===== src/rtl/meas_seq.sv =====
// Measurement sequencer for the PUF oscillator array: clear, count window, challenge walk, ID handshake.
// Optional select-pair range/duplicate check is built when MEAS_SEQ_SELCHK_EN is defined.
module meas_seq #(
   parameter int C_IOSCNUM      = 48,
   parameter int C_OIDWIDTH     = 24,
   parameter int C_SELWIDTH     = 8,
   parameter int C_MEMADDRWIDTH = 24,
   parameter int C_MEMSTADDR    = 0,
   parameter int C_CLRCYC       = 4,
   parameter int C_WINCYC       = 1024,
   parameter int C_CNTWIDTH     = 16,
   parameter int C_SETTLE       = 2
) (
   input  logic                      I_sclk,
   input  logic                      I_rst,
   input  logic                      I_start,
   input  logic [C_SELWIDTH-1:0]     I_mem_data,
   input  logic                      I_comp,
   input  logic                      I_id_ack,
   output logic                      O_osc_rst_n,
   output logic                      O_osc_en,
   output logic [C_SELWIDTH-1:0]     O_sel_1,
   output logic [C_SELWIDTH-1:0]     O_sel_2,
   output logic [C_MEMADDRWIDTH-1:0] O_mem_addr,
   output logic [C_OIDWIDTH-1:0]     O_id,
   output logic                      O_id_v,
   output logic                      O_busy,
   output logic                      O_sel_err
);

   // state | meaning
   // IDLE  | waiting for I_start, oscillator counters held cleared
   // CLR   | counters cleared for C_CLRCYC cycles
   // WIN   | oscillators counting for C_WINCYC cycles
   // FA    | fetch mux 1 select from challenge memory
   // FB    | fetch mux 2 select from challenge memory
   // SET   | mux/comparator settle for C_SETTLE cycles
   // CMP   | shift comparator result into the ID
   // DONE  | ID valid, waiting for I_id_ack
   typedef enum logic [2:0] {
      S_IDLE, S_CLR, S_WIN, S_FA, S_FB, S_SET, S_CMP, S_DONE
   } state_t;

   localparam int BITW = $clog2(C_OIDWIDTH + 1);
   localparam logic [C_CNTWIDTH-1:0]     CNT_ONE  = C_CNTWIDTH'(1);
   localparam logic [C_CNTWIDTH-1:0]     CLR_LD   = C_CNTWIDTH'(C_CLRCYC - 1);
   localparam logic [C_CNTWIDTH-1:0]     WIN_LD   = C_CNTWIDTH'(C_WINCYC - 1);
   localparam logic [C_CNTWIDTH-1:0]     SET_LD   = C_CNTWIDTH'(C_SETTLE - 1);
   localparam logic [BITW-1:0]           BIT_ONE  = BITW'(1);
   localparam logic [BITW-1:0]           BIT_LAST = BITW'(C_OIDWIDTH - 1);
   localparam logic [C_MEMADDRWIDTH-1:0] ADDR_ST  = C_MEMADDRWIDTH'(C_MEMSTADDR);
   localparam logic [C_MEMADDRWIDTH-1:0] ADDR_ONE = C_MEMADDRWIDTH'(1);

   if (C_CLRCYC < 1 || C_WINCYC < 1 || C_SETTLE < 1 || C_OIDWIDTH < 2) begin : g_bad_len
      $error("meas_seq: C_CLRCYC, C_WINCYC, C_SETTLE must be >= 1 and C_OIDWIDTH >= 2");
   end
   if (C_WINCYC >= (1 << C_CNTWIDTH) || C_CLRCYC >= (1 << C_CNTWIDTH)) begin : g_bad_cnt
      $error("meas_seq: C_CNTWIDTH too narrow for the cycle counts");
   end

   state_t              state, state_nx;
   logic [C_CNTWIDTH-1:0] cnt, cnt_nx;
   logic [BITW-1:0]     bit_cnt, bit_cnt_nx;
   logic                pair_bad;

   always_ff @(posedge I_sclk) begin
      if (!I_rst) begin
         state   <= S_IDLE;
         cnt     <= '0;
         bit_cnt <= '0;
      end else begin
         state   <= state_nx;
         cnt     <= cnt_nx;
         bit_cnt <= bit_cnt_nx;
      end
   end

   // Single down-counter shared by CLR, WIN and SET; each phase ends at terminal count zero.
   always_comb begin
      state_nx   = state;
      cnt_nx     = cnt;
      bit_cnt_nx = bit_cnt;
      case (state)
         S_IDLE: begin
            if (I_start) begin
               state_nx   = S_CLR;
               cnt_nx     = CLR_LD;
               bit_cnt_nx = '0;
            end
         end
         S_CLR: begin
            if (cnt == '0) begin
               state_nx = S_WIN;
               cnt_nx   = WIN_LD;
            end else begin
               cnt_nx = cnt - CNT_ONE;
            end
         end
         S_WIN: begin
            if (cnt == '0) state_nx = S_FA;
            else           cnt_nx   = cnt - CNT_ONE;
         end
         S_FA: state_nx = S_FB;
         S_FB: begin
            state_nx = S_SET;
            cnt_nx   = SET_LD;
         end
         S_SET: begin
            if (cnt == '0) state_nx = S_CMP;
            else           cnt_nx   = cnt - CNT_ONE;
         end
         S_CMP: begin
            bit_cnt_nx = bit_cnt + BIT_ONE;
            state_nx   = (bit_cnt == BIT_LAST) ? S_DONE : S_FA;
         end
         S_DONE: begin
            if (I_id_ack) state_nx = S_IDLE;
         end
         default: state_nx = S_IDLE;
      endcase
   end

   // Outputs are registered from the next state so they line up with the state they describe.
   always_ff @(posedge I_sclk) begin
      if (!I_rst) begin
         O_osc_rst_n <= 1'b0;
         O_osc_en    <= 1'b0;
         O_busy      <= 1'b0;
         O_id_v      <= 1'b0;
         O_sel_1     <= '0;
         O_sel_2     <= '0;
         O_id        <= '0;
         O_mem_addr  <= ADDR_ST;
      end else begin
         O_osc_rst_n <= (state_nx != S_IDLE) && (state_nx != S_CLR);
         O_osc_en    <= (state_nx == S_WIN);
         O_busy      <= (state_nx != S_IDLE);
         O_id_v      <= (state_nx == S_DONE);
         case (state)
            S_IDLE: begin
               if (I_start) begin
                  O_id       <= '0;
                  O_mem_addr <= ADDR_ST;
               end
            end
            S_FA: begin
               O_sel_1    <= I_mem_data;
               O_mem_addr <= O_mem_addr + ADDR_ONE;
            end
            S_FB: begin
               O_sel_2    <= I_mem_data;
               O_mem_addr <= O_mem_addr + ADDR_ONE;
            end
            S_CMP: O_id <= {O_id[C_OIDWIDTH-2:0], I_comp & ~pair_bad};
            default: ;
         endcase
      end
   end

`ifdef MEAS_SEQ_SELCHK_EN
   localparam logic [C_SELWIDTH:0] SEL_LIM = (C_SELWIDTH + 1)'(C_IOSCNUM);

   logic sel_chk_bad;
   assign sel_chk_bad = ({1'b0, O_sel_1} >= SEL_LIM) || ({1'b0, I_mem_data} >= SEL_LIM)
                        || (O_sel_1 == I_mem_data);

   // pair_bad lives for one pair only; O_sel_err is sticky until the next start.
   always_ff @(posedge I_sclk) begin
      if (!I_rst) begin
         pair_bad  <= 1'b0;
         O_sel_err <= 1'b0;
      end else if (state == S_IDLE && I_start) begin
         pair_bad  <= 1'b0;
         O_sel_err <= 1'b0;
      end else if (state == S_FB) begin
         pair_bad <= sel_chk_bad;
         if (sel_chk_bad) O_sel_err <= 1'b1;
      end
   end
`else
   assign pair_bad  = 1'b0;
   assign O_sel_err = 1'b0;
`endif

endmodule


===== config.mk =====
export PLATFORM = sky130hd
export DESIGN_NAME = meas_seq
export DESIGN_NICKNAME = d
export VERILOG_FILES = /design/src/rtl/meas_seq.sv
export SDC_FILE = /design/constraint.sdc
export NUM_CORES = 1
export LEC_CHECK = 0
export BUFFER_PORTS_ARGS = -buffer_cell sky130_fd_sc_hd__clkbuf_2
export CAP_MARGIN = 20
export CORE_MARGIN = 2
export CORE_UTILIZATION = 50
export CTS_CLUSTER_SIZE = 10
export DETAILED_ROUTE_END_ITERATION = 12
export PLACE_DENSITY = 0.69
export SYNTH_ARGS = -nofsm -noshare
export SYNTH_HDL_FRONTEND = slang
export SYNTH_SLANG_ARGS = --single-unit
export TNS_END_PERCENT = 30

===== constraint.sdc =====
create_clock -name I_sclk -period 4.5 [get_ports I_sclk]
set_input_delay 0.225 -clock I_sclk [delete_from_list [all_inputs] [get_ports I_sclk]]
set_output_delay 0.225 -clock I_sclk [all_outputs]
set_load 0.005 [all_outputs]

==> metrics.csv, run 1 <==
metric;value;unit
status;completed;
sequential fraction of the synthesis area;0.4349;
Area growth syn-to-layout;15.10;%
slew of the pin with the lowest slew margin;1.029;ns
Cells after DPL;679;
crit path DAT;2.84;ns
Starting Density;0.5155;
Cell Area, Synth;4235;µm²
total length of routed wires;9.999;mm
Final ANT Viol Nets;0;
first-pass GRT wire length;16.13;mm
Die Wd;96.04;µm
ys async rst share;0;
worst-skew pair later-pin latency;0.36;ns
Most used DFF post-synth;dfxtp_1;
syn_nets;538;
CP Max Fanout;20;
CTS resizes;0;
setup repair after global routing missed its margin;false;
pwr dens;510.6;nW/µm²
layout cells sized above 1;0.2156;
die area;9223;µm²
area of the multi-input gates;2226;µm²
critical path type;register to register;
Fin. Hold Viols;0;
highest metal used;met4;
met1 routed wirelength after detailed routing;4.726;mm
Final Skew;0.01275;ns
Placer Congestion;0.8571;
Worst VDD drop;408.5;µV
Port Buffers;80;
CTS tree;done;
drt wl/cell;14.41;µm
hold_buf cts;0;
drt via density;5.764;
std cell rows;33;
setup_tns;0;ns
drt pass-1 iters;4;
drc violations;0;
most frequent cells in the layout;dfxtp_1, nand2_1, clkbuf_2;
Tmin final;2.553;ns
Core ar.;8217;µm²
antenna violations before repair;0;
Clock Pin Slew Worst Setup and Hold Paths;0.09;ns
Initial DRC Count;205;
Storage cell area;1842;µm²
routed wl met3;489;µm
total power;2.489;mW
vias post-DR;4000;
final worst slack;1.947;ns
grt total ovfl;0;
fmax;0.3917;GHz
pre-CTS setup slack;1.982;ns
Pleak;1.854;nW
Num CTS Buffers;9;
Clock Path Buffers;2;
final setup fails;0;
nets;601;
Finished Layout Cells;694;
Max Cap Viol;0;
Final Cycle Share;0.5673;
Yosys cell types;61;
postcts setup bufs;0;
Post-synth EDFFs;0;
H-tree Lvls;3;
number of synthesized register bits;92;
maximum number of pins on one net before global-route repair;73;
DP HPWL;6.684;mm
Filler cells;762;
Worst Hold Class;input pin to register;
hold_ws;0.09033;ns
crit end category;register;
Ports;82;
Setup crit start kind;register;
clk root buf;clkbuf_8;
relative slew slack;0.3121;
synth warn;0;
die height;96.04;µm
Critical Path RT;4.78;ns
ANT cells;0;
pins over their slew limit;0;
met2 WL;4.589;mm
vias in the first global route;3445;
CTS Sinks;92;
most common cell after layout, fill and taps aside;dfxtp_1;
GRT Util Overall;0.2195;
Syn Inst Count;522;
Mean Syn Cell Area;8.114;µm²
## power by group
| group | internal (mW) | total (mW) | switching (mW) | leakage, nW |
|---|---|---|---|---|
| combinational | 0.314 | 0.871 | 0.557 | 1.00 |
| sequential | 0.891 | 0.999 | 0.108 | 0.743 |
| clock | 0.328 | 0.619 | 0.291 | 0.109 |
## worst paths after layout
path	endpoint	start	slack [ns]	cells after the start
worst min register to register	O_sel_1[1]	O_sel_1[1]	0.46	2
worst max-delay path	O_mem_addr[23]	state[0]	1.95	5
worst max register to register	O_mem_addr[23]	state[0]	1.95	5
worst min-delay path	O_sel_2[3]	I_mem_data[3]	0.09	3
## cells in the mapped netlist (all sizes together) (3+ instances only)
library cell,instances,area share
a211oi,3,0.0083
ha,3,0.0089
o21ai,24,0.028
clkbuf,20,0.018
a21oi,67,0.079
dfxtp,92,0.43
o221a,3,0.0080
nor3,10,0.014
and2,4,0.0059
nand2b,3,0.0044
nand3b,4,0.0071
and3,10,0.015
nand4,9,0.013
or4b,3,0.0080
nand3,45,0.056
a41oi,4,0.0083
buf,10,0.013
mux2,9,0.024
a32o,4,0.0095
a31oi,7,0.010
o211ai,9,0.016
a21o,3,0.0053
nand2,89,0.080
inv,8,0.0071
nor4,3,0.012
nor2,38,0.034
or3,10,0.015
## state kept, by name, summed over array words and instances (netlist names)
register,count
O_osc_en,1
bit_cnt,5
state,3
O_sel_1,8
cnt,16
O_mem_addr,24
O_sel_2,8
O_id,24
O_osc_rst_n,1
O_busy,1
O_id_v,1
## per-stage QoR
| stage | instance area (µm²) | util |
|---|---|---|
| 5_1_grt | 4875 | 0.5933 |
| 4_1_cts | 4875 | 0.5933 |
| 3_5_place_dp | 4652 | 0.5662 |
| 2_1_floorplan | 4235 | - |
| 3_3_place_gp | 4652 | 0.5662 |
| 6_report | 4875 | 0.5933 |
## cell families after synthesis
logic type,Yosys count,share of synthesized area
compound gates,137,0.1991
fa+ha+maj,3,0.008864
buf+inv,39,0.03958
flops,92,0.4349
mux,11,0.02866
other cells,1,0.0008854
simple gates,239,0.2880
## cell type report
type	instances	share of cell area
clock buffers	10	0.02823
multi-input cells	391	0.4566
clock inverters	5	0.01745
repair buffers	83	0.08676
flip-flops and latches	92	0.3778
inverters	8	0.006160
well taps	105	0.02695
## critical path, stage by stage (launching register included)
cell      delay (ns)
dfxtp_1         0.74
nand3b_1        0.56
a211oi_4        0.51
nand3_1         0.20
or3_1           0.34
a21oi_1         0.14
## per-layer routing
metal	global-route usage	vias up
li1	-	2005
met1	0.2997	1863
met2	0.3414	112
met3	0.04150	20
met4	0.08810	0
met5	0	-
Power figures use the tool's default switching activity.
==> run 2: changes to the inputs <==
clock period = 2.6 ns   (was 4.5 ns; I/O delays follow)
==> run 2 against run 1 <==
Global-route usage increased by 0.83 points; sequential share of layout area decreased by 1.4 points; sequential cell count unchanged; routed wire length increased by 4.9%; die area unchanged; critical endpoint is now cnt[11]; first-iteration DRC count decreased by 13%; core utilization increased by 2.3 points; final cell count increased by 3.3%; highest routed layer unchanged; count of clock-buffer cells in the layout increased by 1; cell area increased by 3.9%; register-to-register slack got worse by 1.7 ns; maximum frequency increased by 11%.
==> metrics.csv, run 2 (synthesis results as in run 1) <==
metric;value;unit
first-pass GRT wire length;16.91;mm
Sw Share;0.3825;
drt wl/cell;14.63;µm
drt pass-1 iters;4;
vias in the first global route;3669;
final setup fails;0;
combinational power share;0.373;
Tmin final;2.307;ns
CTS Sinks;92;
pins over their slew limit;0;
die area;9223;µm²
CP top delay family;simple AND/OR/NAND/NOR gates;
final worst slack;0.2932;ns
area of the multi-input gates;2226;µm²
crit path DAT;2.56;ns
GRT Util Overall;0.2278;
biggest regs;O_id: 24 flops, O_mem_addr: 24 flops, cnt: 16 flops;
CP max stage delay;0.50;ns
total length of routed wires;10.49;mm
vias post-DR;4179;
std cell rows;33;
Final ANT Viol Nets;0;
final core utilization;0.6161;
sequential share of power;0.384;
slew of the pin with the lowest slew margin;0.5655;ns
Die Wd;96.04;µm
CP Buf/Inv Count;1;
setup repair after global routing missed its margin;false;
worst-skew pair later-pin latency;0.36;ns
layout cells sized above 1;0.2304;
ANT cells;0;
H-tree Lvls;3;
Worst VDD drop;594.2;µV
placed inst area;4757;µm²
Sw Pwr;1.695;mW
most frequent cells in the layout;dfxtp_1, nand2_1, clkbuf_2;
antenna violations before repair;0;
Num CTS Buffers;9;
crit end category;register;
Clock Power Share;0.244;
pwr dens;875.4;nW/µm²
Filler cells;722;
Clock Path Buffers;2;
CTS resizes;0;
critical path type;register to register;
Fin. Hold Viols;0;
Placer Congestion;0.9218;
nets;623;
Storage cell area;1842;µm²
Clock Pin Slew Worst Setup and Hold Paths;0.09;ns
maximum number of pins on one net before global-route repair;43;
grt total ovfl;0;
Critical Path RT;2.86;ns
clk root buf;clkbuf_8;
drc violations;0;
setup_tns;0;ns
Starting Density;0.5155;
post-route cell area;5062;µm²
CTS tree;done;
Ports;82;
CP Max Fanout;10;
Area growth syn-to-layout;19.53;%
drt via density;5.828;
fmax;0.4335;GHz
Worst Hold Class;input pin to register;
CP Cell Sequence;inv_1, ha_1, or4b_4, and4bb_2, nand3_4, a32o_1, a22o_1;
Core ar.;8217;µm²
status;completed;
die height;96.04;µm
Initial DRC Count;178;
Final Cycle Share;0.8872;
Worst path slowest cell;or4b_4;
postcts setup bufs;0;
Pleak;1.953;nW
relative slew slack;0.6216;
pre-CTS setup slack;0.3299;ns
Setup crit start kind;register;
Internal Power;2.737;mW
total power;4.432;mW
Final Skew;0.006113;ns
DP HPWL;7.031;mm
most common cell after layout, fill and taps aside;dfxtp_1;
Port Buffers;80;
Max Cap Viol;0;
-- run 2: cell types whose count changed in the layout (fill, tap and decap cells not counted), sizes merged --
cell | previous run | this run
buf | 3 | 17
dlygate4sd3 | 0 | 8
clkbuf | 90 | 91
clkinv | 1 | 0
clkinvlp | 1 | 2
-- run 2: cell type report --
cell class / count / area share
multi-input cells: 391 / 0.4397
inverters: 8 / 0.005932
repair buffers: 105 / 0.1201
well taps: 105 / 0.02595
flip-flops and latches: 92 / 0.3638
clock buffers: 11 / 0.02793
clock inverters: 5 / 0.01656
-- run 2: tightest hold or removal path: stages --
cell,delay [ns]
clkbuf_2,0.10
nand2_1,0.05
a21oi_1,0.05
-- run 2: stage by stage --
stage	std cells	hold slack, ns
after floorplan	522	0.2660
after global placement	693	0.3545
after detailed placement	693	0.3628
after CTS	717	0.009145
after global routing	717	0.02697
final	717	0.01896
-- run 2: per-layer routing --
| layer | track usage | share of wire |
|---|---|---|
| met5 | 0 | 0 |
| met4 | 0.07857 | 0.014 |
| met3 | 0.04072 | 0.072 |
| met2 | 0.3709 | 0.48 |
| met1 | 0.3034 | 0.44 |
-- run 2: worst paths after layout --
path                 start          to  slack, ns  cells after the start
max                 cnt[0]     cnt[11]       0.29                      7
min          I_mem_data[2]  O_sel_1[2]       0.02                      3
max reg2reg         cnt[0]     cnt[11]       0.29                      7
min reg2reg     O_sel_2[1]  O_sel_2[1]       0.46                      2
-- run 2: power by group through the flow --
stage	logic [mW]	clock network (mW)	registers, mW
after floorplan	1.22	0	1.68
after global placement	1.58	0	1.72
after detailed placement	1.60	0	1.73
after CTS	1.62	1.10	1.70
after global routing	1.82	1.16	1.72
final	1.65	1.08	1.70
-- run 2: repair_timing --
| action | in CTS | in global routing |
|---|---|---|
| endpoints found under the setup margin | 0 | 0 |
| endpoints found under the hold margin | 12 | 0 |
| hold buffers | 8 | 0 |
==> run 3: changes to the inputs <==
CORE_UTILIZATION = 39   (was 50)
PLACE_DENSITY = 0.56   (was 0.69)
==> run 3 against run 2 <==
Non-clock buffer count decreased by 3; clock skew about the same; total power fell by 0.20%; worst setup slack better by 0.046 ns; largest power group unchanged; sequential share of layout area decreased by 0.25 points; critical endpoint is now cnt[2]; cell area rose by 0.69%; clock power about the same; largest cell class unchanged; register-to-register slack improved by 0.05 ns.
==> metrics.csv, run 3 (synthesis results as in run 1) <==
metric;value;unit
status;completed;
drt wl/cell;14.23;µm
Clock Pin Slew Worst Setup and Hold Paths;0.09;ns
H-tree Lvls;3;
Final Cycle Share;0.8695;
die area;11710;µm²
vias post-DR;4047;
fmax;0.4423;GHz
Final Skew;0.005892;ns
CTS Sinks;92;
first-pass GRT wire length;17.40;mm
Register-to-Register Path Depth;4;
most common cell after layout, fill and taps aside;dfxtp_1;
hold path cells;3;
final worst slack;0.3392;ns
nets;620;
Final ANT Viol Nets;0;
pre-CTS setup slack;0.3489;ns
grt total ovfl;0;
final setup fails;0;
CP max stage delay;0.66;ns
setup_tns;0;ns
Num CTS Buffers;9;
total length of routed wires;10.66;mm
Clock Path Buffers;2;
Fin. Hold Viols;0;
met2 GRT Util;0.2942;
critical path type;register to register;
Worst VDD drop;627.8;µV
std cell rows;38;
Initial DRC Count;243;
Critical Path RT;2.91;ns
CP Max Fanout;14;
most frequent cells in the layout;dfxtp_1, nand2_1, clkbuf_2;
GRT met3 Usage;0.03436;
drc violations;0;
Starting Density;0.3959;
Pleak;1.948;nW
Worst Hold Class;input pin to register;
slew of the pin with the lowest slew margin;0.7147;ns
setup repair after global routing missed its margin;false;
relative slew slack;0.5225;
Max Cap Viol;0;
clk root buf;clkbuf_8;
Die Wd;108.2;µm
Placer Congestion;0.8415;
GRT Max-Usage Layer;met2;
biggest regs;O_id: 24 flops, O_mem_addr: 24 flops, cnt: 16 flops;
maximum number of pins on one net before global-route repair;43;
Setup crit start kind;register;
vias in the first global route;3562;
worst-skew pair later-pin latency;0.37;ns
pwr dens;867.6;nW/µm²
die height;108.2;µm
Worst path slowest cell;nor3b_1;
Area growth syn-to-layout;20.35;%
Port Buffers;80;
CP Cell Sequence;nor3b_1, nor2_1, or4b_1, a21oi_1;
met1 usage;0.2515;
antenna violations before repair;0;
ANT cells;0;
pins over their slew limit;0;
drt pass-1 iters;5;
Core ar.;10700;µm²
GRT Util Overall;0.1855;
CTS tree;done;
DP HPWL;7.290;mm
crit path DAT;2.57;ns
Filler cells;1088;
drt via density;5.403;
crit end category;register;
Ports;82;
layout cells sized above 1;0.2266;
Tmin final;2.261;ns
## run 3: cell count changes in the layout (fill, tap and decap cells not counted), sizes merged
cell and change:
clkinv +2, clkinvlp -1, clkbuf -1, buf -4, dlygate4sd3 +1
## run 3: per-layer routing
layer,vias up,part of all wire
met5,-,0
met4,0,0.017
met3,12,0.041
met2,85,0.47
met1,1906,0.48
li1,2044,-
## run 3: critical path, delay by kind of cell (launching register included)
| kind | cells | cell delay, ns |
|---|---|---|
| DFF | 1 | 0.46 |
| and+or+nand+nor | 3 | 1.60 |
| AOI/OAI and AO/OA | 1 | 0.14 |
## run 3: worst paths after layout
kind	from	to	slack, ns
worst max-delay path	state[0]	cnt[2]	0.34
worst min-delay path	I_id_ack	O_id_v	0.09
worst max register to register	state[0]	cnt[2]	0.34
worst min register to register	O_sel_1[2]	O_sel_1[2]	0.46
## run 3: per-stage QoR
step / hold slack [ns] / area (µm²) / std cells / power, mW / util
after floorplan: 0.2660 / 4235 / 522 / 2.904 / -
after global placement: 0.3655 / 4783 / 724 / 3.318 / 0.4471
after CTS: 0.08174 / 5097 / 749 / 4.452 / 0.4765
final: 0.09005 / 5097 / 749 / 4.423 / 0.4765
after detailed placement: 0.3655 / 4783 / 724 / 3.336 / 0.4471
after global routing: 0.1026 / 5097 / 749 / 4.731 / 0.4765
## run 3: report_power, final
part	internal (mW)	leakage (nW)	switching, mW
clock	0.568	0.113	0.525
combinational	0.617	1.09	1.02
sequential	1.54	0.743	0.151
## run 3: cell type report
cell class                      count  area, µm²  share of cell area
Sequential cell                    92       1842              0.3613
Multi-Input combinational cell    391       2226              0.4367
Timing Repair Buffer              102      600.6              0.1178
Clock buffer                       10      137.6             0.02700
Inverter                            8      30.03            0.005891
Clock inverter                      6      86.33             0.01694
Tap cell                          140      175.2             0.03436
## run 3: what timing repair did
action,CTS,global route
setup buffers,0,0
hold buffers,9,0
resized for setup,0,0
setup endpoints to repair,0,0
hold endpoints to repair,17,0
